<file path="config.mk">
export PLATFORM = sky130hd
export DESIGN_NAME = apb2axi_wr_burst_builder_flat
export DESIGN_NICKNAME = d
export VERILOG_FILES = /design/src/rtl/apb2axi_wr_burst_builder_if.sv /design/src/rtl/apb2axi_wr_burst_builder.sv /design/src/flat_wrapper.sv
export SDC_FILE = /design/constraint.sdc
export NUM_CORES = 1
export LEC_CHECK = 0
export BUFFER_PORTS_ARGS = -buffer_cell sky130_fd_sc_hd__buf_2
export CELL_PAD_IN_SITES_DETAIL_PLACEMENT = 1
export CELL_PAD_IN_SITES_GLOBAL_PLACEMENT = 1
export CORE_MARGIN = 1.5
export CORE_UTILIZATION = 27
export CTS_CLUSTER_DIAMETER = 30
export CTS_CLUSTER_SIZE = 8
export DETAILED_ROUTE_END_ITERATION = 7
export PLACE_DENSITY = 0.92
export SKIP_LAST_GASP = 1
export SLEW_MARGIN = 20
export SYNTH_ARGS = -nofsm -noshare
export SYNTH_HDL_FRONTEND = slang
export SYNTH_SLANG_ARGS = --single-unit
</file>
<file path="constraint.sdc">
create_clock -name aclk -period 2.36 [get_ports aclk]
set_input_delay 0 -clock aclk [delete_from_list [all_inputs] [get_ports aclk]]
set_output_delay 0 -clock aclk [all_outputs]
set_load 0.01 [all_outputs]
</file>
<file path="src/rtl/apb2axi_wr_burst_builder_if.sv">
// Bundles the command/data FIFO pops, the AXI AW/W/B channels and the completion
// port of the write burst builder. "master" is the builder side, "slave" the environment.
interface apb2axi_wr_burst_builder_if #(
    parameter int AXI_ID_W   = 4,
    parameter int AXI_ADDR_W = 32,
    parameter int AXI_DATA_W = 64,
    parameter int CMD_W      = 1 + AXI_ID_W + 3 + 8 + AXI_ADDR_W
);
    logic                    cmd_valid;
    logic                    cmd_ready;
    logic [CMD_W-1:0]        cmd_data;
    logic                    wd_valid;
    logic                    wd_ready;
    logic [AXI_DATA_W-1:0]   wd_data;
    logic [AXI_DATA_W/8-1:0] wd_strb;
    logic [AXI_ID_W-1:0]     awid;
    logic [AXI_ADDR_W-1:0]   awaddr;
    logic [7:0]              awlen;
    logic [2:0]              awsize;
    logic [1:0]              awburst;
    logic                    awlock;
    logic [3:0]              awcache;
    logic [2:0]              awprot;
    logic                    awvalid;
    logic                    awready;
    logic [AXI_DATA_W-1:0]   wdata;
    logic [AXI_DATA_W/8-1:0] wstrb;
    logic                    wlast;
    logic                    wvalid;
    logic                    wready;
    logic [AXI_ID_W-1:0]     bid;
    logic [1:0]              bresp;
    logic                    bvalid;
    logic                    bready;
    logic                    cpl_valid;
    logic [AXI_ID_W-1:0]     cpl_id;
    logic [1:0]              cpl_resp;
    logic                    cpl_ready;

    modport master (
        input  cmd_valid, cmd_data, output cmd_ready,
        input  wd_valid, wd_data, wd_strb, output wd_ready,
        output awid, awaddr, awlen, awsize, awburst, awlock, awcache, awprot, awvalid,
        input  awready,
        output wdata, wstrb, wlast, wvalid,
        input  wready,
        input  bid, bresp, bvalid, output bready,
        output cpl_valid, cpl_id, cpl_resp,
        input  cpl_ready
    );

    modport slave (
        output cmd_valid, cmd_data, input cmd_ready,
        output wd_valid, wd_data, wd_strb, input wd_ready,
        input  awid, awaddr, awlen, awsize, awburst, awlock, awcache, awprot, awvalid,
        output awready,
        input  wdata, wstrb, wlast, wvalid,
        output wready,
        output bid, bresp, bvalid, input bready,
        input  cpl_valid, cpl_id, cpl_resp,
        output cpl_ready
    );
endinterface

</file>
<file path="src/rtl/apb2axi_wr_burst_builder.sv">
// Turns write commands into one AXI AW plus len+1 W beats each, and forwards
// B responses to the completion path while counting outstanding writes.
module apb2axi_wr_burst_builder #(
    parameter int AXI_ID_W        = 4,
    parameter int AXI_ADDR_W      = 32,
    parameter int AXI_DATA_W      = 64,
    parameter int MAX_OUTSTANDING = 4,
    parameter int CMD_W           = 1 + AXI_ID_W + 3 + 8 + AXI_ADDR_W
) (
    input  logic                               aclk,
    input  logic                               aresetn,
    apb2axi_wr_burst_builder_if.master         bus,
    output logic [3:0]                         outstanding,
    output logic                               cmd_drop,
    output logic                               b_unexp
);
    localparam int         LEN_LSB  = AXI_ADDR_W;
    localparam int         SIZE_LSB = AXI_ADDR_W + 8;
    localparam int         ID_LSB   = AXI_ADDR_W + 11;
    localparam logic [3:0] MAX_OUT  = 4'(MAX_OUTSTANDING);

    typedef enum logic [1:0] {S_IDLE = 2'd0, S_AW = 2'd1, S_W = 2'd2} state_t;

    state_t                state_q, state_d;
    logic [AXI_ID_W-1:0]   id_q, id_d;
    logic [2:0]            size_q, size_d;
    logic [7:0]            len_q, len_d;
    logic [AXI_ADDR_W-1:0] addr_q, addr_d;
    logic [7:0]            beat_cnt_q, beat_cnt_d;
    logic [3:0]            outstanding_q, outstanding_d;
    logic                  cmd_drop_q, cmd_drop_d;
    logic                  b_unexp_q, b_unexp_d;

    logic cmd_ready_w, cmd_hs, aw_hs, w_hs, b_hs, last_beat;

    assign last_beat = (beat_cnt_q == len_q);
    assign b_hs      = bus.bvalid & bus.cpl_ready;

    always_comb begin
        state_d     = state_q;
        id_d        = id_q;
        size_d      = size_q;
        len_d       = len_q;
        addr_d      = addr_q;
        beat_cnt_d  = beat_cnt_q;
        cmd_drop_d  = 1'b0;
        cmd_ready_w = 1'b0;
        cmd_hs      = 1'b0;
        aw_hs       = 1'b0;
        w_hs        = 1'b0;
        bus.awvalid  = 1'b0;
        bus.wvalid   = 1'b0;
        bus.wd_ready = 1'b0;
        case (state_q)
            S_IDLE: begin
                cmd_ready_w = (outstanding_q < MAX_OUT);
                cmd_hs      = bus.cmd_valid & cmd_ready_w;
                if (cmd_hs) begin
                    if (bus.cmd_data[CMD_W-1]) begin
                        id_d       = bus.cmd_data[ID_LSB +: AXI_ID_W];
                        size_d     = bus.cmd_data[SIZE_LSB +: 3];
                        len_d      = bus.cmd_data[LEN_LSB +: 8];
                        addr_d     = bus.cmd_data[AXI_ADDR_W-1:0];
                        beat_cnt_d = 8'd0;
                        state_d    = S_AW;
                    end else begin
                        cmd_drop_d = 1'b1;
                    end
                end
            end
            S_AW: begin
                bus.awvalid = 1'b1;
                aw_hs       = bus.awready;
                if (aw_hs) state_d = S_W;
            end
            S_W: begin
                bus.wvalid   = bus.wd_valid;
                bus.wd_ready = bus.wready;
                w_hs         = bus.wd_valid & bus.wready;
                if (w_hs) begin
                    beat_cnt_d = beat_cnt_q + 8'd1;
                    if (last_beat) state_d = S_IDLE;
                end
            end
            default: state_d = S_IDLE;
        endcase
    end

    // Simultaneous AW and B handshakes cancel; a B with nothing outstanding is flagged, not counted.
    always_comb begin
        outstanding_d = outstanding_q;
        b_unexp_d     = b_unexp_q;
        if (b_hs && (outstanding_q == 4'd0)) b_unexp_d = 1'b1;
        case ({aw_hs, b_hs})
            2'b10:   outstanding_d = outstanding_q + 4'd1;
            2'b01:   if (outstanding_q != 4'd0) outstanding_d = outstanding_q - 4'd1;
            default: outstanding_d = outstanding_q;
        endcase
    end

    always_ff @(posedge aclk or negedge aresetn) begin
        if (!aresetn) begin
            state_q       <= S_IDLE;
            id_q          <= '0;
            size_q        <= '0;
            len_q         <= '0;
            addr_q        <= '0;
            beat_cnt_q    <= '0;
            outstanding_q <= '0;
            cmd_drop_q    <= 1'b0;
            b_unexp_q     <= 1'b0;
        end else begin
            state_q       <= state_d;
            id_q          <= id_d;
            size_q        <= size_d;
            len_q         <= len_d;
            addr_q        <= addr_d;
            beat_cnt_q    <= beat_cnt_d;
            outstanding_q <= outstanding_d;
            cmd_drop_q    <= cmd_drop_d;
            b_unexp_q     <= b_unexp_d;
        end
    end

    assign bus.cmd_ready = cmd_ready_w;
    assign bus.awid      = id_q;
    assign bus.awaddr    = addr_q;
    assign bus.awlen     = len_q;
    assign bus.awsize    = size_q;
    assign bus.awburst   = 2'b01;
    assign bus.awlock    = 1'b0;
    assign bus.awcache   = 4'b0011;
    assign bus.awprot    = 3'b000;
    assign bus.wdata     = bus.wd_data;
    assign bus.wstrb     = bus.wd_strb;
    assign bus.wlast     = last_beat;
    assign bus.bready    = bus.cpl_ready;
    assign bus.cpl_valid = bus.bvalid;
    assign bus.cpl_id    = bus.bid;
    assign bus.cpl_resp  = bus.bresp;

    assign outstanding = outstanding_q;
    assign cmd_drop    = cmd_drop_q;
    assign b_unexp     = b_unexp_q;
endmodule

</file>
<file path="src/flat_wrapper.sv">
// flat-port wrapper written by rule: the top's interface ports become plain ports
module apb2axi_wr_burst_builder_flat 
#(
    parameter int AXI_ID_W        = 4,
    parameter int AXI_ADDR_W      = 32,
    parameter int AXI_DATA_W      = 64,
    parameter int MAX_OUTSTANDING = 4,
    parameter int CMD_W           = 1 + AXI_ID_W + 3 + 8 + AXI_ADDR_W
)
  (aclk, aresetn, outstanding, cmd_drop, b_unexp, bus_cmd_valid, bus_cmd_data, bus_cmd_ready, bus_wd_valid, bus_wd_data, bus_wd_strb, bus_wd_ready, bus_awid, bus_awaddr, bus_awlen, bus_awsize, bus_awburst, bus_awlock, bus_awcache, bus_awprot, bus_awvalid, bus_awready, bus_wdata, bus_wstrb, bus_wlast, bus_wvalid, bus_wready, bus_bid, bus_bresp, bus_bvalid, bus_bready, bus_cpl_valid, bus_cpl_id, bus_cpl_resp, bus_cpl_ready);
  apb2axi_wr_burst_builder_if #(.AXI_ID_W(AXI_ID_W), .AXI_ADDR_W(AXI_ADDR_W), .AXI_DATA_W(AXI_DATA_W), .CMD_W(CMD_W)) bus_i ();
  input  logic aclk;
  input  logic aresetn;
  output logic [3:0] outstanding;
  output logic cmd_drop;
  output logic b_unexp;
  input wire logic [$bits(bus_i.cmd_valid)-1:0] bus_cmd_valid;
  input wire logic [$bits(bus_i.cmd_data)-1:0] bus_cmd_data;
  output wire logic [$bits(bus_i.cmd_ready)-1:0] bus_cmd_ready;
  input wire logic [$bits(bus_i.wd_valid)-1:0] bus_wd_valid;
  input wire logic [$bits(bus_i.wd_data)-1:0] bus_wd_data;
  input wire logic [$bits(bus_i.wd_strb)-1:0] bus_wd_strb;
  output wire logic [$bits(bus_i.wd_ready)-1:0] bus_wd_ready;
  output wire logic [$bits(bus_i.awid)-1:0] bus_awid;
  output wire logic [$bits(bus_i.awaddr)-1:0] bus_awaddr;
  output wire logic [$bits(bus_i.awlen)-1:0] bus_awlen;
  output wire logic [$bits(bus_i.awsize)-1:0] bus_awsize;
  output wire logic [$bits(bus_i.awburst)-1:0] bus_awburst;
  output wire logic [$bits(bus_i.awlock)-1:0] bus_awlock;
  output wire logic [$bits(bus_i.awcache)-1:0] bus_awcache;
  output wire logic [$bits(bus_i.awprot)-1:0] bus_awprot;
  output wire logic [$bits(bus_i.awvalid)-1:0] bus_awvalid;
  input wire logic [$bits(bus_i.awready)-1:0] bus_awready;
  output wire logic [$bits(bus_i.wdata)-1:0] bus_wdata;
  output wire logic [$bits(bus_i.wstrb)-1:0] bus_wstrb;
  output wire logic [$bits(bus_i.wlast)-1:0] bus_wlast;
  output wire logic [$bits(bus_i.wvalid)-1:0] bus_wvalid;
  input wire logic [$bits(bus_i.wready)-1:0] bus_wready;
  input wire logic [$bits(bus_i.bid)-1:0] bus_bid;
  input wire logic [$bits(bus_i.bresp)-1:0] bus_bresp;
  input wire logic [$bits(bus_i.bvalid)-1:0] bus_bvalid;
  output wire logic [$bits(bus_i.bready)-1:0] bus_bready;
  output wire logic [$bits(bus_i.cpl_valid)-1:0] bus_cpl_valid;
  output wire logic [$bits(bus_i.cpl_id)-1:0] bus_cpl_id;
  output wire logic [$bits(bus_i.cpl_resp)-1:0] bus_cpl_resp;
  input wire logic [$bits(bus_i.cpl_ready)-1:0] bus_cpl_ready;
  assign bus_i.cmd_valid = bus_cmd_valid;
  assign bus_i.cmd_data = bus_cmd_data;
  assign bus_cmd_ready = bus_i.cmd_ready;
  assign bus_i.wd_valid = bus_wd_valid;
  assign bus_i.wd_data = bus_wd_data;
  assign bus_i.wd_strb = bus_wd_strb;
  assign bus_wd_ready = bus_i.wd_ready;
  assign bus_awid = bus_i.awid;
  assign bus_awaddr = bus_i.awaddr;
  assign bus_awlen = bus_i.awlen;
  assign bus_awsize = bus_i.awsize;
  assign bus_awburst = bus_i.awburst;
  assign bus_awlock = bus_i.awlock;
  assign bus_awcache = bus_i.awcache;
  assign bus_awprot = bus_i.awprot;
  assign bus_awvalid = bus_i.awvalid;
  assign bus_i.awready = bus_awready;
  assign bus_wdata = bus_i.wdata;
  assign bus_wstrb = bus_i.wstrb;
  assign bus_wlast = bus_i.wlast;
  assign bus_wvalid = bus_i.wvalid;
  assign bus_i.wready = bus_wready;
  assign bus_i.bid = bus_bid;
  assign bus_i.bresp = bus_bresp;
  assign bus_i.bvalid = bus_bvalid;
  assign bus_bready = bus_i.bready;
  assign bus_cpl_valid = bus_i.cpl_valid;
  assign bus_cpl_id = bus_i.cpl_id;
  assign bus_cpl_resp = bus_i.cpl_resp;
  assign bus_i.cpl_ready = bus_cpl_ready;
  apb2axi_wr_burst_builder #(.AXI_ID_W(AXI_ID_W), .AXI_ADDR_W(AXI_ADDR_W), .AXI_DATA_W(AXI_DATA_W), .MAX_OUTSTANDING(MAX_OUTSTANDING), .CMD_W(CMD_W)) u_core (.aclk(aclk), .aresetn(aresetn), .bus(bus_i), .outstanding(outstanding), .cmd_drop(cmd_drop), .b_unexp(b_unexp));
endmodule
</file>
==> run summary <==
Max_slew headroom - 0.663
Worst-margin pin slew - 505 ps
DRT Wirelength - 9.03 mm
Dpl cell area - 3500 um^2
GRT Overall Usage - 0.140
Top Ports - 282
Initial Util - 0.278
Post-route cell area - 4360 um^2
Status - finished clean
Worst-skew pair later-pin latency - 320 ps
CTS sink count - 63
Initial antenna violation count - 0
Setup tns final - 0 ps
HPWL Detailed - 5.85 mm
CTS Hold Bufs - 51
Clock tree from TritonCTS - yes
Gpl congestion - 0.746
Post-CTS Resized - 0
Peak supply drop - 0.514 mV
F_max - 532 MHz
Postcts setup bufs - 0
Sequential area share after synthesis - 0.468
Final setup violation count - 0
CP Max Fanout - 9
Inserted Clock Buffers - 9
Final worst path period need - 1880 ps
Full die area - 13200 um^2
Core Box Area - 12100 um^2
Worst Path Class, Setup - reg2reg
Drt first-iter violations - 56
Die Height - 115 um
# H-tree levels - 3
Vias per cell - 4.26
Routed vias - 2382
Layout cells sized above 1 - 0.448
Nets@finish - 522
Total of max-cap violations - 0
Antenna cells - 0
Post-Synthesis Cells - 295
Worst setup SP type - register
Fin crit share - 0.797
Final hold vios - 0
Mean Syn Cell Area - 11.4 um^2
Avg WL per Cell - 16.1 um
GR Overflow Total - 0
Tot Pwr - 5190 uW
Netlist cell types - 32
Port Buffers - 115
Placed cell count - 492
Fin. max-slew vios - 0
Leak Pwr - 0.00208 uW
Worst hold-check path type - in2out
Fill cell count - 1389
Finished Layout Cells - 559
Largest net degree at the start of global routing - 50
DR pass1 iterations - 3
PwrDens - 1190 nW/um^2
Die extent in x - 115 um
CP endpoint kind - register
RSZ-0062 raised after global routing - false
Synth Register Bits - 63
CTS root buf - clkbuf_16
First-pass GRT wire length - 14.1 mm
Post-Syn Area - 3370 um^2
Clock skew - 6.54 ps
Crit path DAT - 2110 ps
Number of global-route vias before repair - 2654
Site row count - 40
Post-route ant nets - 0
Area grow syn2layout - 29.3%
Clock Path Buffers - 2
Detailed-route DRC error count - 0
CP required - 2590 ps
Yosys warning count - 0
Register clock-pin slew on the reported worst setup and hold paths - 50 ps
[sequential cells by signal (all words and copies together), names as in the netlist]
name,flops
u_core.bus.awaddr,32
u_core.beat_cnt_q,8
u_core.bus.awlen,8
u_core.bus.awid,4
u_core.outstanding,4
u_core.bus.awsize,3
u_core.state_q,2
u_core.b_unexp,1
u_core.cmd_drop,1
[final cells by class]
class / instances / area [um^2] / area share
well taps: 168 / 210 / 0.0482
multi-input cells: 142 / 1090 / 0.251
clock inverters: 5 / 105 / 0.0241
clock buffers: 11 / 243 / 0.0557
repair buffers: 170 / 1130 / 0.259
flip-flops and latches: 63 / 1580 / 0.362
[worst max-delay path, cell delays in order, from the launching register on]
cell,delay (ps)
dfrtp_1,460
and3b_1,400
nand2b_1,200
nand2_1,70
ha_1,220
o31a_1,300
o22ai_1,140
[layout by cell type, fill, tap and decap left out, types with 2 or more instances in the layout]
| cell | count |
|---|---|
| buf_2 | 115 |
| conb_1 | 10 |
| mux2_2 | 41 |
| clkbuf_16 | 9 |
| dlygate4sd3_1 | 51 |
| xnor2_1 | 11 |
| mux2_1 | 7 |
| dfrtp_1 | 63 |
| xor2_1 | 4 |
| clkinvlp_4 | 2 |
| o21ai_0 | 3 |
| nand2_1 | 12 |
| nor3_1 | 4 |
| a21oi_1 | 2 |
| nand2b_1 | 2 |
| buf_4 | 3 |
| and3b_1 | 3 |
| and2_1 | 2 |
| nor2_1 | 15 |
| nand4_1 | 7 |
| nand3_1 | 5 |
| ha_1 | 2 |
| bufinv_16 | 3 |
[per-stage QoR]
step	setup WS [ps]	hold slack [ps]	utilization
global route	353	0.0151	0.360
finish	480	0.00392	0.360
CTS	476	0.0686	0.360
floorplan	690	-296	-
detailed placement	497	0.0686	0.289
global placement	641	0.0686	0.289
[Yosys cell counts]
master    count  area, um^2
and2_1        2        12.5
and4b_1       1        10.0
nand2_1      12        45.0
buf_2         5        25.0
nor2b_1       1        6.26
nor2_1       15        56.3
mux2_1        7        78.8
dfrtp_1      63        1580
nor3_1        4        20.0
nor4_1        1        6.26
a21o_1        1        7.51
o31a_1        1        8.76
conb_1        2        7.51
buf_6         2        22.5
o21ai_0       3        15.0
a21oi_1       2        10.0
nand4_1       7        43.8
a211oi_1      1        7.51
xor2_1        4        35.0
and2b_1       1        7.51
and3_1        1        6.26
xnor2_1      11        96.3
nand4b_1      1        8.76
mux2i_1       1        10.0
nand2b_1      2        12.5
buf_4        91         683
and3b_1       3        26.3
or4_1         1        7.51
ha_1          2        25.0
o22ai_1       1        6.26
mux2_2       41         462
nand3_1       5        25.0
[per-layer routing]
| metal | vias to the layer above | track usage | wire (um) |
|---|---|---|---|
| met5 | - | 0 | 0 |
| met4 | 0 | 0.0831 | 336 |
| met3 | 43 | 0.0538 | 774 |
| met2 | 115 | 0.246 | 4610 |
| met1 | 1155 | 0.143 | 3310 |
| li1 | 1069 | - | - |
[cell families (layout without fill, tap and decap cells)]
group,after synthesis,after routing,share of synthesized area
xor+xnor,15,15,0.0390
fa+ha+maj,2,2,0.00742
buf+inv,98,186,0.217
simple gates,57,57,0.0872
compound gates,9,9,0.0163
mux,49,49,0.163
other cells,2,10,0.00223
flops,63,63,0.468
[worst paths after layout]
kind                                   startpoint                    end  slack, ps  cells past startpoint
worst max-delay path            u_core.state_q[1]  u_core.outstanding[2]        480                      6
worst min register to register     u_core.b_unexp         u_core.b_unexp        480                      1
max in group asynchronous                 aresetn  u_core.outstanding[0]       1690                      3
worst max register to register  u_core.state_q[1]  u_core.outstanding[2]        480                      6
worst min-delay path               bus_wd_data[0]           bus_wdata[0]      0.004                      0
min in group asynchronous                 aresetn   u_core.bus.awsize[1]        240                      3
[power breakdown]
group	internal, uW	total (uW)	switching, uW
Combinational	915	1750	838
Sequential	1560	1910	357
Clock	1060	1530	466
Power figures use the tool's default switching activity.
